$ cat config.mk
export PLATFORM = sky130hd
export DESIGN_NAME = adder_operand_sequencer
export DESIGN_NICKNAME = d
export VERILOG_FILES = /design/src/rtl/adder_operand_sequencer.sv
export SDC_FILE = /design/constraint.sdc
export NUM_CORES = 1
export LEC_CHECK = 0
export CAP_MARGIN = 20
export CORE_MARGIN = 4
export CORE_UTILIZATION = 43
export DETAILED_ROUTE_END_ITERATION = 6
export PLACE_DENSITY = 0.75
export SLEW_MARGIN = 20
export SYNTH_ARGS = -nofsm -noshare
export SYNTH_HDL_FRONTEND = slang
export SYNTH_SLANG_ARGS = --single-unit
$ cat constraint.sdc
create_clock -name clk -period 2.1 [get_ports clk]
set_clock_uncertainty 0.05 [all_clocks]
set_input_delay 0.42 -clock clk [delete_from_list [all_inputs] [get_ports clk]]
set_output_delay 0.42 -clock clk [all_outputs]
set_load 0.005 [all_outputs]
$ cat src/rtl/adder_operand_sequencer.sv
// Purpose: button-paced front end that captures A, then B and mode, feeds the adder, then latches its result.
// Latency: res_valid rises one cycle after the edge that captures B; the result is held until the next press.
// Backpressure: none; the user's presses pace the flow, and a press seen during the execute cycle is dropped.
module adder_operand_sequencer #(
    parameter int WIDTH = 4,
    parameter int CNT_W = 8
) (
    input  logic             clk,
    input  logic             rst,
    input  logic [WIDTH-1:0] sw_data,
    input  logic             sw_mode,
    input  logic             btn_next,
    output logic [WIDTH-1:0] a_out,
    output logic [WIDTH-1:0] b_out,
    output logic             m_out,
    input  logic [WIDTH-1:0] sum_in,
    input  logic             c_in,
    input  logic             v_in,
    output logic [WIDTH-1:0] res_sum,
    output logic             res_c,
    output logic             res_v,
    output logic             res_valid,
    output logic [1:0]       state_out,
    output logic [CNT_W-1:0] op_count
);

    typedef enum logic [1:0] {
        S_A    = 2'd0,
        S_B    = 2'd1,
        S_EXEC = 2'd2,
        S_HOLD = 2'd3
    } state_t;

    state_t           state_q, state_d;
    logic             btn_prev_q;
    logic [WIDTH-1:0] a_q, a_d;
    logic [WIDTH-1:0] b_q, b_d;
    logic             m_q, m_d;
    logic [WIDTH-1:0] res_sum_q, res_sum_d;
    logic             res_c_q, res_c_d;
    logic             res_v_q, res_v_d;
    logic             res_valid_q, res_valid_d;
    logic [CNT_W-1:0] op_count_q, op_count_d;
    logic             press;

    // Rising edge of the level button; a held button gives a single press.
    assign press = btn_next & ~btn_prev_q;

    // Next-state and register-update logic; every register holds unless its state says otherwise.
    always_comb begin
        state_d     = state_q;
        a_d         = a_q;
        b_d         = b_q;
        m_d         = m_q;
        res_sum_d   = res_sum_q;
        res_c_d     = res_c_q;
        res_v_d     = res_v_q;
        res_valid_d = res_valid_q;
        op_count_d  = op_count_q;
        case (state_q)
            S_A: begin
                if (press) begin
                    a_d     = sw_data;
                    state_d = S_B;
                end
            end
            S_B: begin
                // Mode is taken together with B so the operands and mode change at one edge.
                if (press) begin
                    b_d     = sw_data;
                    m_d     = sw_mode;
                    state_d = S_EXEC;
                end
            end
            S_EXEC: begin
                // Operands have been stable for a full cycle, so the adder output has settled.
                res_sum_d   = sum_in;
                res_c_d     = c_in;
                res_v_d     = v_in;
                res_valid_d = 1'b1;
                op_count_d  = op_count_q + CNT_W'(1);
                state_d     = S_HOLD;
            end
            S_HOLD: begin
                if (press) begin
                    res_valid_d = 1'b0;
                    state_d     = S_A;
                end
            end
            default: state_d = S_A;
        endcase
    end

    // State and datapath registers with synchronous reset; btn_prev resets high to mask a held button.
    always_ff @(posedge clk) begin
        if (rst) begin
            state_q     <= S_A;
            btn_prev_q  <= 1'b1;
            a_q         <= '0;
            b_q         <= '0;
            m_q         <= 1'b0;
            res_sum_q   <= '0;
            res_c_q     <= 1'b0;
            res_v_q     <= 1'b0;
            res_valid_q <= 1'b0;
            op_count_q  <= '0;
        end else begin
            state_q     <= state_d;
            btn_prev_q  <= btn_next;
            a_q         <= a_d;
            b_q         <= b_d;
            m_q         <= m_d;
            res_sum_q   <= res_sum_d;
            res_c_q     <= res_c_d;
            res_v_q     <= res_v_d;
            res_valid_q <= res_valid_d;
            op_count_q  <= op_count_d;
        end
    end

    assign a_out     = a_q;
    assign b_out     = b_q;
    assign m_out     = m_q;
    assign res_sum   = res_sum_q;
    assign res_c     = res_c_q;
    assign res_v     = res_v_q;
    assign res_valid = res_valid_q;
    assign state_out = state_q;
    assign op_count  = op_count_q;

endmodule

==> run_results.csv, run 1 <==
group,metric,value,unit
outcome,run_status,"finished clean",
setup_path,critPathRequiredTime,1.63,ns
drt,vias,965,
logic_synthesis,avgSynthCellArea,8.97,µm²
logic_synthesis,synthFlopType,"dfxtp_1",
clock_network,cts_root_buffer,"clkbuf_4",
logic_synthesis,ys_seq_area_share,48.6,%
die,start_util,44.9,%
placement,place_hpwl,1780,µm
drt,drc,0,
layout,multiInputGateArea,534,µm²
logic_synthesis,yosysWarnings,0,
power_and_ir_drop,netSwitchingFraction,29.7,%
power_and_ir_drop,power.density,770,mW/mm²
power_and_ir_drop,clkPwrFrac,18.2,%
clock_network,cts_buffers,3,
layout,drive_gt1_share,4.27,%
power_and_ir_drop,ir_drop,0.000455,V
layout,nNetsFinal,185,
sta,setup_violations,0,
logic_synthesis,synth_fp_nets,144,
setup_path,crit_fanout,6,
setup_path,start_kind,"flip-flop",
power_and_ir_drop,power.switching,0.357,mW
drt,ant_nets,0,
setup_path,arrival,1.30,ns
setup_path,crit_type,"flip-flop to output pin",
clock_network,post_cts_buffers,0,
setup_path,slowest_delay,0.54,ns
die,die_area,0.00346,mm²
setup_path,cp_cell_sequence,"clkdlybuf4s50_1",
layout,area_delta_synth_final,40.5,%
layout,layout_common_cells,"clkdlybuf4s50_1 (39), dfxtp_1 (27), a21oi_1 (13), nor2_1 (13), nand2_1 (12)",
layout,fin_util,63.1,%
die,io_pins,40,
drt,wl_met3,169,µm
clock_network,cts.reportedPaths.clkPinSlew,0.14,ns
sta,finalCriticalPeriod,1.77,ns
power_and_ir_drop,combPwrFrac,31.7,%
sta,finalHoldViolations,0,
setup_path,cp-end-kind,"output pin",
sta,rsz0062_at_grt,"no",
setup_path,crit_family,"buffers and inverters",
die,core_area,0.00248,mm²
layout,antenna-diode-count,0,
sta,worst_slew_pin_slew,0.476,ns
drt,wl_per_cell,12.1,µm
power_and_ir_drop,pwr-share-seq,50.1,%
grt,track_usage,14.3,%
drt,first_iter_violations,30,
min_path,hold_path_class,"flip-flop to flip-flop",
clock_network,clock_sinks,27,
layout,layout.area.seq,541,µm²
drt,wl_met2,1080,µm
power_and_ir_drop,leakage,0.538,nW
placement,port_buffers,39,
logic_synthesis,ys_types,24,
die,rows,18,
sta,tns,0,ns
die,fp.dieW,58.9,µm
drt,wl,2340,µm
clock_network,insertion_delay,0.31,ns
setup_path,cp_num_buf_inv,1,
clock_network,cts_buffer_depth,2,
logic_synthesis,syn_inst,124,
sta,fin_crit_sh,84.5,%
drt,firstDrtPassIters,4,
grt,grt_pass1_wl,3880,µm
layout,nFillCells,230,
clock_network,ctsResizeCount,0,
grt,antenna_found_initial,0,
logic_synthesis,synth-edff-count,0,
drt,vias_per_cell,4.97,
drt,top_layer,"met4",
sta,final_max_slew_viol_count,0,
setup_path,cpMaxStageDelayCell,"clkdlybuf4s50_1",
grt,first_global_vias,882,
grt,grt_max_degree,16,
logic_synthesis,ys_ff_latch,27,
clock_network,cts_hold_buf,0,
grt,grt_overflow,0,
drt,wl_met1,1070,µm
logic_synthesis,ys_async_sr_fraction,0,%
die,die_h,58.9,µm
layout,final_common_cell,"clkdlybuf4s50_1",
placement,gp_congestion,0.721,
clock_network,htreeDepth,1,
power_and_ir_drop,internal_power,0.846,mW
sta,slew_headroom,68.2,%
sta,clock.fmax,564,MHz
logic_synthesis,syn-cell-area,0.00111,mm²
job,max_cap_viol_count,0,
clock_network,cts_tree,"yes",
## synth_stat cells (3+ instances only)
cell      count  share of area, %
nand2_1      12               4.0
nor2b_1       3               1.7
dfxtp_1      27                49
a21oi_1      13               5.8
mux2i_1       7               6.3
buf_2         3               1.3
nand4_1       3               1.7
nand3_1      11               4.9
inv_1         3               1.0
o21ai_0       4               1.8
nand3b_1      3               2.0
nor2_1       13               4.4
ha_1          6               6.7
## layout make-up
| cell class | count | share of cell area [%] |
|---|---|---|
| Timing Repair Buffer | 42 | 26.4 |
| Clock buffer | 4 | 1.68 |
| Multi-Input combinational cell | 88 | 34.2 |
| Tap cell | 30 | 2.40 |
| Sequential cell | 27 | 34.6 |
| Inverter | 3 | 0.721 |
## worst paths after layout
| path | start | end | slack [ns] | cells after the start |
|---|---|---|---|---|
| max | op_count[2] | op_count[2] | 0.33 | 1 |
| min | m_out | m_out | 0.41 | 2 |
| max reg2reg | state_out[0] | state_out[0] | 0.50 | 5 |
| min reg2reg | m_out | m_out | 0.41 | 2 |
## sequential cells by signal (all words and copies together), names as in the netlist
signal and count:
op_count 8, a_out 4, b_out 4, res_sum 4, state_out 2, btn_prev_q 1, m_out 1, res_c 1
res_v 1, res_valid 1
## power groups by stage
| stage | Sequential, mW | Clock, mW | Combinational [mW] |
|---|---|---|---|
| final | 0.602 | 0.219 | 0.381 |
| after global routing | 0.614 | 0.247 | 0.424 |
| after CTS | 0.604 | 0.226 | 0.387 |
| after detailed placement | 0.615 | 0 | 0.385 |
| after global placement | 0.614 | 0 | 0.378 |
| after floorplan | 0.616 | 0 | 0.211 |
## logic make-up (layout without fill, tap and decap cells)
group | after synthesis | after routing | share of synthesized area [%]
AO/OA/AOI/OAI | 19 | 19 | 9.11
buffers and inverters | 9 | 49 | 3.37
AND/OR/NAND/NOR | 52 | 52 | 22.7
adder cells (fa/ha/maj) | 6 | 6 | 6.75
XOR/XNOR | 4 | 4 | 3.15
multiplexers | 7 | 7 | 6.30
flip-flops | 27 | 27 | 48.6
## per-layer routing
layer,up-vias,GRT usage (%)
met5,-,0
met4,0,3.88
met3,2,3.95
met2,25,23.3
met1,433,18.4
li1,505,-
## per-stage QoR
stage / power (mW) / cell area (µm²) / cells / setup slack (ns) / hold slack (ns)
floorplan: 0.827 / 1110 / 124 / 0.624 / 0.403
global placement: 0.993 / 1540 / 190 / 0.330 / 0.395
detailed placement: 0.999 / 1540 / 190 / 0.280 / 0.397
CTS: 1.22 / 1560 / 194 / 0.303 / 0.416
global route: 1.29 / 1560 / 194 / 0.269 / 0.438
finish: 1.20 / 1560 / 194 / 0.326 / 0.412
No activity file was read; power rests on OpenSTA's default activity.
==> run 2, diff against run 1 <==
==> constraint.sdc (replaced) <==
create_clock -name clk -period 1.65 [get_ports clk]
set_clock_uncertainty 0.05 [all_clocks]
set_input_delay 0.33 -clock clk [delete_from_list [all_inputs] [get_ports clk]]
set_output_delay 0.33 -clock clk [all_outputs]
set_load 0.005 [all_outputs]
==> run 2 against run 1 <==
Against the previous run:
- non-clock buffer count grew 8
- combinational power grew 40%
- worst setup slack lost 0.28 ns
- design area grew 6.6%
- critical endpoint unchanged
- largest power group unchanged
- highest routed layer unchanged
==> run_results.csv, run 2 (synthesis results as in run 1) <==
group,metric,value,unit
job,max_cap_viol_count,0,
drt,wl_met1,1110,µm
drt,vias,1031,
placement,place_hpwl,1870,µm
drt,firstDrtPassIters,4,
clock_network,cts_buffer_depth,2,
setup_path,cp_cell_sequence,"clkdlybuf4s50_1",
clock_network,insertion_delay,0.33,ns
layout,fin_cells,202,
setup_path,critPathRequiredTime,1.27,ns
power_and_ir_drop,p_total,1.60,mW
layout,drive_gt1_share,18.0,%
sta,tns,0,ns
drt,wl,2590,µm
outcome,run_status,"finished clean",
sta,clock.fmax,624,MHz
min_path,min_to,"b_out[2]",
power_and_ir_drop,power.density,959,mW/mm²
drt,drc,0,
clock_network,cts_buffers,3,
layout,layout_common_cells,"clkdlybuf4s50_1 (36), a21oi_1 (13), nor2_1 (13), dfxtp_1 (13), nand2_1 (12)",
layout,nNetsFinal,193,
power_and_ir_drop,internal_power,1.10,mW
sta,finalCriticalPeriod,1.60,ns
setup_path,r2r.worst_path.cells,5,
setup_path,crit_family,"buffers and inverters",
grt,first_global_vias,937,
clock_network,cts_hold_buf,0,
die,fp.dieW,58.9,µm
min_path,hold_path_class,"flip-flop to flip-flop",
layout,final_common_cell,"clkdlybuf4s50_1",
power_and_ir_drop,clkPwrFrac,18.7,%
clock_network,cts_root_buffer,"clkbuf_4",
setup_path,crit_start,"op_count[2]",
die,start_util,44.9,%
placement,port_buffers,39,
grt,antenna_found_initial,0,
setup_path,r2r_slack,0.14,ns
min_path,worstHoldStart,"b_out[2]",
layout,area_delta_synth_final,49.7,%
drt,ant_nets,0,
die,die_h,58.9,µm
setup_path,arrival,1.22,ns
setup_path,cp_num_buf_inv,1,
setup_path,crit_fanout,4,
grt,grt_pass1_wl,3970,µm
die,rows,18,
die,io_pins,40,
die,die_area,0.00346,mm²
sta,worst_slew_pin_slew,0.317,ns
sta,slew_headroom,78.6,%
drt,vias_per_cell,5.10,
setup_path,start_kind,"flip-flop",
sta,finalHoldViolations,0,
setup_path,cpMaxStageDelayCell,"clkdlybuf4s50_1",
grt,grt_max_degree,17,
layout,antenna-diode-count,0,
clock_network,clock_sinks,27,
sta,whs,0.417,ns
drt,top_layer,"met4",
clock_network,htreeDepth,1,
sta,worst_slack,0.0468,ns
drt,wl_met2,1300,µm
setup_path,rr_endpoint,"op_count[7]",
sta,final_max_slew_viol_count,0,
drt,wl_per_cell,12.8,µm
sta,fin_crit_sh,97.2,%
power_and_ir_drop,netSwitchingFraction,31.0,%
setup_path,cp-end-kind,"output pin",
die,core_area,0.00248,mm²
placement,placedCellCount,193,
setup_path,r2r_start,"state_out[0]",
min_path,hold_depth,2,
clock_network,cts_tree,"yes",
power_and_ir_drop,pwr-share-seq,48.0,%
layout,largest_reg_flops,8,
clock_network,cts.reportedPaths.clkPinSlew,0.15,ns
grt,track_usage,14.9,%
setup_path,crit_type,"flip-flop to output pin",
drt,wl_met3,145,µm
power_and_ir_drop,power.switching,0.494,mW
setup_path,slowest_delay,0.50,ns
drt,first_iter_violations,17,
layout,fin_util,67.2,%
layout,design_area,0.00167,mm²
placement,gp_congestion,0.689,
power_and_ir_drop,ir_drop,0.000818,V
grt,grt_overflow,0,
placement,dpl_cell_area,0.00156,mm²
placement,place_ws,0.0313,ns
power_and_ir_drop,combPwrFrac,33.3,%
power_and_ir_drop,leakage,0.628,nW
sta,setup_violations,0,
## run 2: cell count changes in the layout (fill, tap and decap cells not counted), sizes merged
cell,before,now
dlymetal6s2s,0,2
clkbuf,4,3
clkdlybuf4s50,39,36
clkinvlp,0,1
buf,3,11
dlygate4sd2,0,1
## run 2: how the worst max path moves through the flow
stage                  end  slack [ns]  cells after the start
2_1_floorplan  op_count[7]        0.17                      6
3_3_place_gp      b_out[2]        0.05                      5
3_5_place_dp      a_out[3]        0.03                      5
4_1_cts        op_count[3]       0.005                      1
5_1_grt        op_count[0]      -0.007                      1
6_report       op_count[2]        0.05                      1
## run 2: cell type report
type                       count  area (µm²)
clock buffer                   3        22.5
clock inverter                 1        7.51
fill                         212         812
inverter                       3        11.3
multi-input combinational     88         539
sequential                    27         571
tap                           30        37.5
timing repair buffer          50         477
## run 2: power by group through the flow
stage	Sequential (mW)	Combinational, mW	Clock, mW
finish	0.767	0.532	0.298
global route	0.780	0.583	0.337
global placement	0.774	0.509	0
CTS	0.766	0.516	0.315
detailed placement	0.776	0.516	0
floorplan	0.784	0.269	0
## run 2: repair_timing
action                                  CTS  global route
resized for setup                        11            12
pin swaps                                 0             0
endpoints found under the setup margin    9            14
setup buffers                             0             5
## run 2: per-layer routing
| metal | vias up | GRT usage [%] |
|---|---|---|
| met5 | - | 0 |
| met4 | 0 | 7.77 |
| met3 | 4 | 3.51 |
| met2 | 30 | 25.6 |
| met1 | 476 | 17.1 |
| li1 | 521 | - |
==> edit (settings of run 1) <==
Set the parameter `WIDTH` to 5 (it was 4).
--- a/src/rtl/adder_operand_sequencer.sv
+++ b/src/rtl/adder_operand_sequencer.sv
@@ -3,5 +3,5 @@
 // Backpressure: none; the user's presses pace the flow, and a press seen during the execute cycle is dropped.
 module adder_operand_sequencer #(
-    parameter int WIDTH = 4,
+    parameter int WIDTH = 5,
     parameter int CNT_W = 8
 ) (
Ports: changed (5 resized); port bits go from 40 to 45. The function was not compared with the original's and may differ.
==> edit against run 1 <==
  * Total power up 20%
  * Critical endpoint is now op_count[3]
  * Final area up 12%
  * Routed wire length up 22%
  * Highest routed layer unchanged
  * Worst setup slack worse by 1.3 ps
  * Synthesized area up 10%
  * Largest cell class unchanged
  * Sequential cell count up 3
  * Utilization up 0.99 points
  * Register-to-register slack worse by 70 ps
==> edit: results (changes against run 1) <==
{| class="wikitable"
! Metric !! Value
|-
| Outcome || finished clean (unchanged)
|-
| Hold wc startpoint || a_out[3] (was m_out)
|-
| Largest cells by area after synthesis || sky130_fd_sc_hd__dfxtp_1, sky130_fd_sc_hd__mux2i_1, sky130_fd_sc_hd__a21oi_1, sky130_fd_sc_hd__ha_1, sky130_fd_sc_hd__nand3_1 (was sky130_fd_sc_hd__dfxtp_1, sky130_fd_sc_hd__ha_1, sky130_fd_sc_hd__mux2i_1, sky130_fd_sc_hd__a21oi_1, sky130_fd_sc_hd__nand3_1)
|-
| Pleak || 0.000633 uW (was 0.000538 uW)
|-
| Routed length on met3 || 237 um (was 169 um)
|-
| Compound-gate portion of the synthesized area || 8.86% (was 9.11%)
|-
| Iteration-0 DRC Markers || 32 (was 30)
|-
| Synthesized-area fraction occupied by adder cells || 6.11% (was 6.75%)
|-
| Number of flip-flops in the largest register || 8 (unchanged)
|-
| Routed met2 length || 1310 um (was 1080 um)
|-
| Post-detailed-placement cell area || 0.00169 mm2 (was 0.00154 mm2)
|-
| Number of buffers created by CTS || 5 (was 3)
|-
| Worst slack after detailed placement || 247 ps (was 280 ps)
|-
| Post-synth net total || 156 (was 144)
|-
| Routing usage on met3 || 5.45% (was 3.95%)
|-
| Vias || 1098 (was 965)
|-
| Xor-xnor portion of the synthesized cell area || 2.85% (was 3.15%)
|-
| Met1 wire length || 1260 um (was 1070 um)
|-
| Synthesized netlist cell count || 134 (was 124)
|-
| H-tree levels || 2 (was 1)
|-
| Portion of the post-synthesis area used by sequential elements || 48.9% (was 48.6%)
|-
| GP Congestion || 0.816 (was 0.721)
|-
| Average detailed-routed wire length per instance || 13.4 um (was 12.1 um)
|-
| Worst hold-check slack || 414 ps (was 412 ps)
|-
| Logic depth of the worst register-to-register path || 5 (unchanged)
|-
| DP Wirelength || 2110 um (was 1780 um)
|-
| Met2 capacity usage during global routing || 25.4% (was 23.3%)
|-
| Worst reg-to-reg setup slack || 430 ps (was 500 ps)
|-
| Transition time at the pin with the least slew margin || 526 ps (was 476 ps)
|-
| Final period utilization || 84.5% (about the same)
|-
| Most common library cells after synthesis || sky130_fd_sc_hd__dfxtp_1, sky130_fd_sc_hd__a21oi_1, sky130_fd_sc_hd__nand2_1, sky130_fd_sc_hd__nor2_1, sky130_fd_sc_hd__nand3_1 (was sky130_fd_sc_hd__dfxtp_1, sky130_fd_sc_hd__a21oi_1, sky130_fd_sc_hd__nor2_1)
|-
| Met1 capacity usage during global routing || 17.7% (was 18.4%)
|-
| Total global routing track utilization || 15.5% (was 14.3%)
|-
| Count of placed standard cells including taps || 205 (was 190)
|-
| Maximum resistive drop on vdd || 0.555 mV (was 0.455 mV)
|-
| Count of input and output buffers || 44 (was 39)
|-
| Number of global-route vias before repair || 1058 (was 882)
|-
| Share of layout cells above drive strength 1 || 7.14% (was 4.27%)
|-
| Routed via count divided by cell count || 5.15 (was 4.97)
|-
| Worst hold path endpoint || a_out[3] (was m_out)
|-
| Layout net count || 203 (was 185)
|-
| Multiplexer share of the synthesized area || 6.52% (was 6.30%)
|}
[edit: changes by cell type after synthesis, moves of 2 or more]
| cell | delta |
|---|---|
| sky130_fd_sc_hd__buf_4 | +2 |
| sky130_fd_sc_hd__nand4_2 | +2 |
| sky130_fd_sc_hd__nand2_1 | +2 |
| sky130_fd_sc_hd__dfxtp_1 | +3 |
| sky130_fd_sc_hd__a21oi_1 | +2 |
[edit: report_power, final]
group / internal, uW / total [uW] / switching (uW)
logic: 227 / 423 / 196
registers: 625 / 669 / 43.9
clock network: 162 / 354 / 192
total: 1010 / 1450 / 431
[edit: final cells by class]
type                       count  area [um2]
fill                         227         982
inverter                       2        7.51
clock buffer                   7        55.1
multi-input combinational     95         582
sequential                    30         601
clock inverter                 1        5.00
timing repair buffer          47         463
tap                           31        38.8
[edit: worst min-delay path, delay by kind of cell (launching register included)]
kind	cells	cell delay, ps
flip-flops	1	320
AND/OR/NAND/NOR	1	50
AO/OA/AOI/OAI	1	50
